File: config.mk
export PLATFORM = sky130hd
export DESIGN_NAME = code_entry_fsm
export DESIGN_NICKNAME = d
export VERILOG_FILES = /design/src/rtl/code_entry_fsm.sv
export SDC_FILE = /design/constraint.sdc
export NUM_CORES = 1
export LEC_CHECK = 0
export ABC_AREA = 1
export CAP_MARGIN = 20
export CORE_MARGIN = 1
export CORE_UTILIZATION = 60
export DETAILED_ROUTE_END_ITERATION = 6
export PLACE_DENSITY = 0.83
export SETUP_SLACK_MARGIN = 0.05
export SYNTH_ARGS = -nofsm -noshare
export SYNTH_HDL_FRONTEND = slang
export SYNTH_SLANG_ARGS = --single-unit
File: constraint.sdc
create_clock -name clock -period 4 [get_ports clock]
set_clock_uncertainty 0.15 [all_clocks]
set_input_delay 1.2 -clock clock [delete_from_list [all_inputs] [get_ports clock]]
set_output_delay 1.2 -clock clock [all_outputs]
set_load 0.05 [all_outputs]
File: src/rtl/code_entry_fsm.sv
// Keypad code-lock controller: collects a hex code, checks it against the stored
// code, drives the unlock/error LEDs and the display, and lets the code be changed.
module code_entry_fsm #(
  parameter int          CODE_LEN     = 4,
  parameter int          UNLOCK_TICKS = 25_000_000,
  parameter int          ERR_TICKS    = 10_000_000,
  parameter logic [15:0] DEFAULT_CODE = 16'h1234
) (
  input  logic        clock,
  input  logic        reset,
  input  logic        newKey,
  input  logic [4:0]  keyCode,
  input  logic        switch,
  output logic        unlock,
  output logic        eLED,
  output logic [15:0] dispVal,
  output logic [3:0]  radixVal
);

  localparam int             MAX_TICKS   = (UNLOCK_TICKS > ERR_TICKS) ? UNLOCK_TICKS : ERR_TICKS;
  localparam int             TW          = (MAX_TICKS > 1) ? $clog2(MAX_TICKS) : 1;
  localparam logic [TW-1:0]  UNLOCK_LAST = TW'(UNLOCK_TICKS - 1);
  localparam logic [TW-1:0]  ERR_LAST    = TW'(ERR_TICKS - 1);
  localparam logic [2:0]     FULL        = 3'(CODE_LEN);
  localparam logic [15:0]    MASK        = 16'((32'd1 << (4 * CODE_LEN)) - 32'd1);

  typedef enum logic [2:0] {IDLE, ENTRY, CHECK, UNLOCKED, SET_ENTRY, ERROR} state_t;

  state_t        state, state_n;
  logic [15:0]   buffer, buffer_n, stored, stored_n;
  logic [2:0]    count, count_n;
  logic [TW-1:0] timer, timer_n;
  logic          hold, hold_n, sw_q;
  logic          unlock_n, eled_n;
  logic [15:0]   disp_n;
  logic [3:0]    radix_n;

  logic key_digit, key_enter, key_clear, key_set, sw_rise, match;
  assign key_digit = newKey && !keyCode[4];
  assign key_enter = newKey && (keyCode == 5'h10);
  assign key_clear = newKey && (keyCode == 5'h11);
  assign key_set   = newKey && (keyCode == 5'h12);
  assign sw_rise   = switch && !sw_q;
  assign match     = (buffer & MASK) == (stored & MASK);

  always_comb begin
    state_n  = state;
    buffer_n = buffer;
    count_n  = count;
    timer_n  = timer;
    stored_n = stored;
    hold_n   = hold;
    unlock_n = 1'b0;
    eled_n   = 1'b0;
    disp_n   = '0;
    radix_n  = '0;

    if (key_digit && count < FULL &&
        (state == IDLE || state == ENTRY || state == SET_ENTRY)) begin
      buffer_n = {buffer[11:0], keyCode[3:0]};
      count_n  = count + 3'd1;
    end

    case (state)
      IDLE:      if (key_digit) state_n = ENTRY;
      ENTRY: begin
        if (key_clear)      state_n = IDLE;
        else if (key_enter) state_n = (count == FULL) ? CHECK : ERROR;
      end
      CHECK:     state_n = match ? UNLOCKED : ERROR;
      UNLOCKED: begin
        // relock wins over a SET arriving on the same cycle
        if (sw_rise || (switch && timer == UNLOCK_LAST)) state_n = IDLE;
        else if (key_set)                                 state_n = SET_ENTRY;
      end
      SET_ENTRY: begin
        if (key_clear) state_n = UNLOCKED;
        else if (key_enter) begin
          if (count == FULL) begin
            stored_n = buffer;
            state_n  = UNLOCKED;
          end else begin
            hold_n  = 1'b1;
            state_n = ERROR;
          end
        end
      end
      ERROR:     if (timer == ERR_LAST) state_n = IDLE;
      default:   state_n = IDLE;
    endcase

    // one shared timer: every state change restarts it, saturating otherwise
    if (state_n != state) timer_n = '0;
    else if (state == ERROR || (state == UNLOCKED && switch))
      timer_n = (&timer) ? timer : timer + TW'(1);

    if (state_n == IDLE || state_n == UNLOCKED || state_n == ERROR) begin
      buffer_n = '0;
      count_n  = '0;
    end
    if (state_n != ERROR) hold_n = 1'b0;

    // outputs are decoded from the next state so they register with it
    case (state_n)
      ENTRY, CHECK: begin
        disp_n = buffer_n;
        for (int i = 0; i < 4; i++) radix_n[i] = (3'(i) < count_n);
      end
      UNLOCKED: begin
        unlock_n = 1'b1;
        disp_n   = 16'hAAAA;
      end
      SET_ENTRY: begin
        unlock_n = 1'b1;
        disp_n   = buffer_n;
        radix_n  = 4'hF;
      end
      ERROR: begin
        unlock_n = hold_n;
        eled_n   = 1'b1;
        disp_n   = 16'hEEEE;
      end
      default: ;
    endcase
  end

  always_ff @(posedge clock) begin
    if (reset) begin
      state    <= IDLE;
      buffer   <= '0;
      count    <= '0;
      timer    <= '0;
      stored   <= DEFAULT_CODE;
      hold     <= 1'b0;
      sw_q     <= 1'b1;
      unlock   <= 1'b0;
      eLED     <= 1'b0;
      dispVal  <= '0;
      radixVal <= '0;
    end else begin
      state    <= state_n;
      buffer   <= buffer_n;
      count    <= count_n;
      timer    <= timer_n;
      stored   <= stored_n;
      hold     <= hold_n;
      sw_q     <= switch;
      unlock   <= unlock_n;
      eLED     <= eled_n;
      dispVal  <= disp_n;
      radixVal <= radix_n;
    end
  end

endmodule

* Word level (Yosys, flattened, before mapping) *
Index checks and enable logic that the tools add are counted.

storage, ports and cells
  output and inout port bits = 22
  flip-flop bits (word level) = 87

cells by class
  magnitude comparators = 5
  add/sub/neg operators = 2
  equal/unequal tests = 19
  bitwise operators = 2
  multiplexer cells = 25
  reductions and logical operators = 26

operators by type and width
  cell                                                                     count
  16-bit case mux with 3 select lines                                      1
  3-bit two-way mux                                                        13
  16-bit two-way mux                                                       2
  25-bit by 1-bit adder with 25-bit output, second input constant          1
  25-bit by 24-bit equality test with 1-bit output, second input constant  1
  25-bit equality test, second input constant                              1
  25-bit AND reduction                                                     1
  3-bit case mux with 6 select lines                                       1
  16-bit equality test                                                     1
  3-bit equality test, second input constant                               5
  5-bit equality test, second input constant                               3
  3-bit by 2-bit equality test with 1-bit output, second input constant    4
  1-bit logical AND                                                        9
  4-bit case mux with 2 select lines                                       1
  3-bit by 1-bit equality test with 1-bit output, second input constant    2
  3-bit zero test                                                          2
  1-bit logical OR                                                         6
  1-bit by 3-bit < comparator with 1-bit output, first input constant      2
  2-bit by 3-bit < comparator with 1-bit output, first input constant      2
  1-bit two-way mux                                                        6
  2-bit OR reduction                                                       3
  4-bit AND reduction                                                      1
  3-bit by 1-bit adder with 3-bit output, second input constant            1
  3-bit < comparator, second input constant                                1
  other kinds (7)                                                          9

* Longest topological paths before layout *
Gate-level depths: netlist (run 1).

  depth in word-level cells = 11
  depth in mapped cells = 16

* Worst setup path before layout (run 1) *
No wires, ideal clock.

  path kind = in2reg
  start = input port keyCode[2]
  end = register radixVal[0]
  data arrival time = 2,517 ps
  stages = 13
  required time = 3,727 ps
  path slack = 1,209 ps
  buffers on the path = 1
  cells stage by stage = nor2_2 nand2_2 nor2_2 nand2_1 o211ai_1 nand3_2 nor2_4 inv_2 nand2_2 nand2_4 buf_12 nand3_1 nand3_1

between the ends
  longest elaborated chain between the ends = 11
  elaborated cells on any way between the ends = 25

ends and longest elaborated chain
  item                                                                               RTL line    text
  start, declared                                                                    12          input logic [4:0] keyCode,
  5-bit equality test, on equally long branches                                      40, 42
  1-bit logical AND, on equally long branches                                        40, 42
  3-bit two-way mux, on equally long branches                                        78, 68, 74
  3-bit two-way mux, on equally long branches                                        77, 67, 73
  3-bit case mux with 6 select lines (*)                                             64          case (state)
  3-bit by 2-bit equality test with 1-bit output or 3-bit zero test (tied branches)  97          if (state_n == IDLE || state_n == UNLOCKED || state_n == ERROR) begin
  1-bit logical OR (2 in a row)                                                      97
  3-bit two-way mux                                                                  97
  1-bit by 3-bit < comparator with 1-bit output                                      107         for (int i = 0; i < 4; i++) radix_n[i] = (3'(i) < count_n);
  4-bit case mux with 2 select lines (*)                                             104         case (state_n)
  end signal, assigned                                                               151         radixVal <= radix_n;
  end, declared                                                                      17          output logic [3:0] radixVal

Every way passes the cells marked *; elsewhere a longest branch is shown, timed or not.
A chain may end at the register's enable or synchronous reset.

* Worst setup path after layout (run 1) *
  start = input port keyCode[4]
  end = register dispVal[13]

between the ends
  longest elaborated chain between the ends = 10
  elaborated cells on any way between the ends = 30

ends and longest elaborated chain
  item                                                                               RTL line    text
  5-bit equality test, on equally long branches                                      40, 42
  1-bit logical AND, on equally long branches                                        40, 42
  3-bit two-way mux, on equally long branches                                        78, 68, 74
  3-bit two-way mux, on equally long branches                                        77, 67, 73
  3-bit case mux with 6 select lines                                                 64
  3-bit by 2-bit equality test with 1-bit output or 3-bit zero test (tied branches)  97, 104
  1-bit logical OR (2 in a row)                                                      97
  16-bit two-way mux                                                                 97
  16-bit case mux with 3 select lines (*)                                            104
  end signal, assigned                                                               150         dispVal <= disp_n;
  end, declared                                                                      16          output logic [15:0] dispVal,

Marks and branches as above.

==> results.py, run 1 <==
metrics = {
    "status": {
        "status": "finished, final reports clean",
    },
    "timing": {
        "finalCriticalPeriod_ns": 3.223,
        "grt_setup_unrepaired": "false",
        "post-route-period-util_pct": 80.57,
        "slew_headroom_pct": 65.70,
        "finalSetupViolCount": 0,
        "maxSlewViolCount": 0,
        "tightest_slew_ns": 0.5129,
        "hold_ws_ns": 0.3489,
        "fmax_ghz": 0.3103,
        "timing.final.hold_violations": 0,
        "tns_ns": 0,
    },
    "cells_and_area": {
        "final_common_cell": "nand2_1",
        "final_cell_mix": "nand2_1, inv_1, nor2_1",
        "drive_gt1_share_pct": 9.925,
        "syn_to_final_growth_pct": 12.98,
        "nNetsFinal": 672,
        "antennaDiodeCount": 0,
    },
    "global_routing": {
        "grt_pass1_vias": 3548,
        "track_usage_pct": 25.54,
        "overflow": 0,
        "grt_antenna_before_repair": 0,
        "grt_max_degree": 36,
        "grt_pass1_wl_um": 15100,
    },
    "drt": {
        "drt_iter0_drc": 264,
        "drcViolationCount": 0,
        "wl_um": 9001,
        "drt-pass1-iter-count": 5,
        "wl_per_cell_um": 11.83,
        "antenna_left": 0,
        "vias": 3856,
        "vias_per_cell": 5.067,
    },
    "clock_network": {
        "clkSinkCount": 87,
        "cts_root_buf": "clkbuf_8",
        "cts_tree": "built",
        "post_cts_resized": 0,
        "cts.clk_slew.worst_paths_ns": 0.10,
        "post_cts_buffers": 0,
        "htree_levels": 3,
        "holdBufCountCts": 0,
        "clk_latency_ns": 0.37,
        "cts_buffers": 9,
        "clockBufferDepth": 2,
    },
    "die": {
        "die_w_um": 86.85,
        "fp-row-count": 30,
        "die_y_um": 86.85,
        "io_pins": 31,
        "start_util_pct": 62.88,
        "core_area_um2": 6869,
        "die_area_um2": 7542,
    },
    "power_and_ir_drop": {
        "intPower_mw": 1.142,
        "p_sw_share_pct": 26.68,
        "comb_power_share_pct": 5.3,
        "clock_power_share_pct": 38.6,
        "vdd_drop_max_uv": 236.0,
        "pwr-share-seq_pct": 56.1,
        "pwr_density_cell_nw_per_um2": 319.1,
        "switchingPower_mw": 0.4154,
        "cellLeakagePower_nw": 2.053,
    },
    "logic_synthesis": {
        "syn_area_um2": 4319,
        "ys_ff_latch": 87,
        "ys_seq_area_share_pct": 40.32,
        "syn_nets": 642,
        "syn_area_per_cell_um2": 6.856,
        "synth_warnings": 0,
        "synth_cell_type_count": 36,
        "netlist_instances": 630,
    },
    "critical_path": {
        "worst_ep_required_time_ns": 4.10,
        "setup.worst_path.start": "keyCode[4]",
        "end_kind": "flop",
        "cp-start-kind": "primary input",
        "reg2reg_slack_ns": 1.58,
        "path_max_fanout": 8,
        "r2r_start": "timer[0]$_SDFFE_PP0P_",
        "crit_type": "in -> reg",
        "rr_worst_depth": 16,
        "reg2reg_to": "dispVal[13]$_SDFF_PP0_",
        "endpoint": "dispVal[13]$_SDFF_PP0_",
        "cp.arrival_ns": 3.33,
    },
    "hold_path": {
        "worstHoldPathType": "reg -> reg",
    },
    "placed_design": {
        "gp_congestion": 0.9795,
        "dp_hpwl_um": 6538,
        "portBuffers": 30,
    },
    "flow_run": {
        "drv_cap": 0,
    },
}
## sequential cells by signal, indices dropped and copies added, names as in the netlist
signal    cells
unlock        1
count         3
buffer       16
stored       16
hold          1
state         3
dispVal      16
timer        25
eLED          1
sw_q          1
radixVal      4
## power groups by stage
| stage | combinational (mW) | clock, mW | sequential, mW |
|---|---|---|---|
| 2_1_floorplan | 0.0558 | 0 | 0.899 |
| 3_3_place_gp | 0.0811 | 0 | 0.893 |
| 3_5_place_dp | 0.0828 | 0 | 0.893 |
| 4_1_cts | 0.0834 | 0.612 | 0.873 |
| 5_1_grt | 0.0898 | 0.653 | 0.874 |
| 6_report | 0.0829 | 0.601 | 0.873 |
## cells in the mapped netlist
master     number  share of area, %
or2_2           1              0.14
a31oi_1         1              0.14
dfxtp_1        87                40
nand3_2         7               1.6
nand2_2         9               1.3
buf_1           1             0.087
xor2_1         22               4.5
nor4_1          3              0.43
nand3_1        16               1.9
o21ai_0        37               4.3
nand2_1       149                13
o211ai_1        6               1.0
buf_2           1              0.12
xnor2_1         2              0.41
nor2_4          2              0.52
nor2_1         98               8.5
inv_1          99               8.6
o31ai_1         1              0.17
buf_6           2              0.52
clkinv_1        1             0.087
ha_1            3              0.87
nand3b_1        1              0.17
o21ai_1         2              0.23
nand2_4         1              0.26
buf_12          1              0.46
mux2_2          1              0.26
o2111ai_2       1              0.35
a21oi_1        20               2.3
nand4_1        10               1.4
inv_2           3              0.26
a21oi_4         1              0.38
and3_2          1              0.17
nor2_2         18               2.6
clkbuf_1       10              0.87
nand3b_4        1              0.46
nor3_1         11               1.3
## worst max-delay path, cell delays in order
cell             delay [ns]
clkdlybuf4s50_1        0.53
nand3_1                0.13
nor2_2                 0.18
nand2_1                0.12
nor2_1                 0.13
nor2_1                 0.07
nor2_2                 0.15
nand2_1                0.09
inv_1                  0.09
nor2_1                 0.06
inv_1                  0.16
nand2_1                0.07
nand2_1                0.20
o21ai_0                0.14
## area by class of cell
class                      instances  area [µm²]
timing repair buffer              34       330.3
clock buffer                       9       123.9
sequential                        87        1742
inverter                         103       386.6
multi-input combinational        425        2102
fill                             575        1989
clock inverter                     7       75.07
tap                               96       120.1
## metrics by stage
stage               setup WS [ns]  power, mW  cell area, µm²  std cells  util (%)
floorplan                   1.209     0.9551            4319        630         -
global placement           0.4756     0.9739            4681        745     68.14
detailed placement         0.3834     0.9757            4681        745     68.14
CTS                        0.7680      1.568            4880        761     71.04
global route               0.5430      1.616            4880        761     71.04
finish                     0.7772      1.557            4880        761     71.04
## routing by layer
layer	vias to the layer above	track usage, %	wire (µm)
li1	2000	-	-
met1	1734	32.78	4135
met2	112	42.30	4219
met3	10	5.905	541
met4	0	8.485	105
met5	-	0	0
## cells by family (layout without fill, tap and decap cells)
| kind of cell | after synthesis | in the layout | synth area share, % |
|---|---|---|---|
| AOI/OAI and AO/OA | 69 | 69 | 8.923 |
| muxes | 1 | 1 | 0.2607 |
| buffers and inverters | 118 | 153 | 11.01 |
| xor gates and xnor gates | 24 | 24 | 4.867 |
| DFF | 87 | 87 | 40.32 |
| adders and majority gates | 3 | 3 | 0.8692 |
| and+or+nand+nor | 328 | 328 | 33.75 |
## how the worst min path moves through the flow
stage / startpoint / endpoint / slack (ns) / cells past startpoint
after floorplan: buffer[15]$_SDFF_PP0_ / stored[15]$_SDFFE_PP0P_ / 0.31 / 2
after global placement: buffer[10]$_SDFF_PP0_ / stored[10]$_SDFFE_PP0P_ / 0.32 / 2
after detailed placement: buffer[10]$_SDFF_PP0_ / stored[10]$_SDFFE_PP0P_ / 0.33 / 2
after CTS: buffer[10]$_SDFF_PP0_ / stored[10]$_SDFFE_PP0P_ / 0.35 / 2
after global routing: buffer[10]$_SDFF_PP0_ / stored[10]$_SDFFE_PP0P_ / 0.39 / 2
final: buffer[10]$_SDFF_PP0_ / stored[10]$_SDFFE_PP0P_ / 0.35 / 2
Power figures use the tool's default switching activity.
==> run 2: changes to the inputs <==
- CORE_UTILIZATION: 60 -> 59
- PLACE_DENSITY: 0.83 -> 0.82
- clock period: 4 -> 3 ns (I/O delays scaled with it)
==> run 2 against run 1 <==
Against the previous run: clock power increased by 35%; setup slack got worse by 0.59 ns; die area grew 1.7%; total power grew 35%; final area increased by 3.8%; wire length increased by 7.5%; flip-flop and latch count unchanged; non-clock buffer count grew 18; register-to-register slack got worse by 0.96 ns; core utilization grew 1.9 points; final cell count increased by 2.4%; hold slack gained 0.0044 ns.
==> results.py, run 2 (synthesis gave the netlist of run 1 again) <==
metrics = {
    "global_routing": {
        "grt_pass1_vias": 3635,
        "grt_antenna_before_repair": 0,
        "track_usage_pct": 26.94,
        "grt_pass1_wl_um": 15880,
        "grt_max_degree": 35,
        "overflow": 0,
    },
    "die": {
        "fp-row-count": 30,
        "die_y_um": 87.56,
        "die_area_um2": 7667,
        "die_w_um": 87.56,
        "core_area_um2": 6944,
        "io_pins": 31,
        "start_util_pct": 62.20,
    },
    "cells_and_area": {
        "multi_input_area_um2": 2126,
        "antennaDiodeCount": 0,
        "largest_register_ffs": 25,
        "final_common_cell": "nand2_1",
        "drive_gt1_share_pct": 12.74,
        "syn_to_final_growth_pct": 17.27,
        "fillers": 572,
        "regMostFlops": "timer",
        "nNetsFinal": 690,
        "regArea_um2": 1742,
        "final_cell_mix": "nand2_1, inv_1, nor2_1",
    },
    "critical_path": {
        "r2r_start": "timer[0]$_SDFFE_PP0P_",
        "worst_ep_required_time_ns": 3.11,
        "setup.worst_path.start": "keyCode[4]",
        "crit_type": "in -> reg",
        "end_kind": "flop",
        "cp-start-kind": "primary input",
        "path_max_fanout": 4,
        "cp.arrival_ns": 2.92,
    },
    "clock_network": {
        "clockBufferDepth": 2,
        "cts_tree": "built",
        "cts_root_buf": "clkbuf_8",
        "post_cts_buffers": 0,
        "cts.clk_slew.worst_paths_ns": 0.10,
        "clk_latency_ns": 0.38,
        "clkSinkCount": 87,
        "htree_levels": 3,
        "cts_buffers": 9,
    },
    "drt": {
        "vias": 3978,
        "wl_um": 9674,
        "drt-pass1-iter-count": 5,
        "vias_per_cell": 5.107,
        "drt_iter0_drc": 274,
        "wl_per_cell_um": 12.42,
        "drcViolationCount": 0,
        "antenna_left": 0,
    },
    "timing": {
        "timing.final.hold_violations": 0,
        "finalCriticalPeriod_ns": 2.811,
        "tightest_slew_ns": 0.5085,
        "grt_setup_unrepaired": "false",
        "finalSetupViolCount": 0,
        "post-route-period-util_pct": 93.68,
        "fmax_ghz": 0.3558,
        "hold_ws_ns": 0.3532,
        "slew_headroom_pct": 65.99,
        "layout_setup_ws_ns": 0.1895,
        "maxSlewViolCount": 0,
    },
    "status": {
        "status": "finished, final reports clean",
    },
    "placed_design": {
        "dp_hpwl_um": 7056,
        "dp_worst_setup_slack_ns": -0.2927,
        "portBuffers": 30,
        "gp_congestion": 0.9196,
    },
    "power_and_ir_drop": {
        "power.total_mw": 2.103,
        "cellLeakagePower_nw": 2.153,
        "vdd_drop_max_uv": 372.8,
        "pwr_density_cell_nw_per_um2": 415.3,
    },
    "hold_path": {
        "min_from": "buffer[12]$_SDFF_PP0_",
        "worstHoldPathType": "reg -> reg",
    },
    "flow_run": {
        "drv_cap": 0,
    },
}
## run 2: final cells by class
class	instances	share of cell area (%)
Multi-Input combinational cell	425	41.97
Sequential cell	87	34.39
Clock buffer	9	2.446
Inverter	103	7.633
Tap cell	96	2.372
Clock inverter	7	1.458
Timing Repair Buffer	52	9.733
## run 2: power breakdown
part / switching [mW] / internal, mW
logic: 0.0826 / 0.0479
registers: 0.00381 / 1.16
clock network: 0.481 / 0.327
total: 0.568 / 1.54
## run 2: path summary, 6_finish.rpt
path / slack, ns / endpoint / depth (start not counted)
worst max register to register: 0.62 / radixVal[0]$_SDFF_PP0_ / 15
worst max-delay path: 0.19 / radixVal[0]$_SDFF_PP0_ / 15
worst min-delay path: 0.35 / stored[12]$_SDFFE_PP1P_ / 2
worst min register to register: 0.35 / stored[12]$_SDFFE_PP1P_ / 2
## run 2: critical path, stage by stage
cell and delay (ns):
clkdlybuf4s50_1 0.55, nand3_2 0.14, nor2_4 0.17, nand2_1 0.12, nand3b_1 0.12, nand2_1 0.09, nand2_1 0.09, inv_1 0.06
nand3_2 0.09, clkinv_1 0.09, nand2_2 0.13, buf_4 0.13, nand2_1 0.05, nand2_1 0.11, nand3_1 0.07
## run 2: metrics by stage
stage / setup TNS (ns) / util [%] / std cells / instance area, µm²
CTS: 0 / 72.56 / 779 / 5039
floorplan: 0 / - / 630 / 4319
finish: 0 / 72.94 / 779 / 5065
global route: 0 / 72.94 / 779 / 5065
global placement: -3.065 / 69.71 / 763 / 4841
detailed placement: -10.33 / 69.71 / 763 / 4841
## run 2: what timing repair did
action                                  4_1_cts  5_1_grt
endpoints found under the setup margin        0       35
resized for setup                             0        7
hold buffers                                  0        0
endpoints found under the hold margin         0        0
## run 2: per-layer routing
metal / vias up / routed length (µm) / track usage, %
met3: 17 / 534 / 7.257
met1: 1823 / 4431 / 34.65
met2: 102 / 4561 / 43.89
met4: 0 / 146 / 9.240
met5: - / 0 / 0
li1: 2036 / - / -
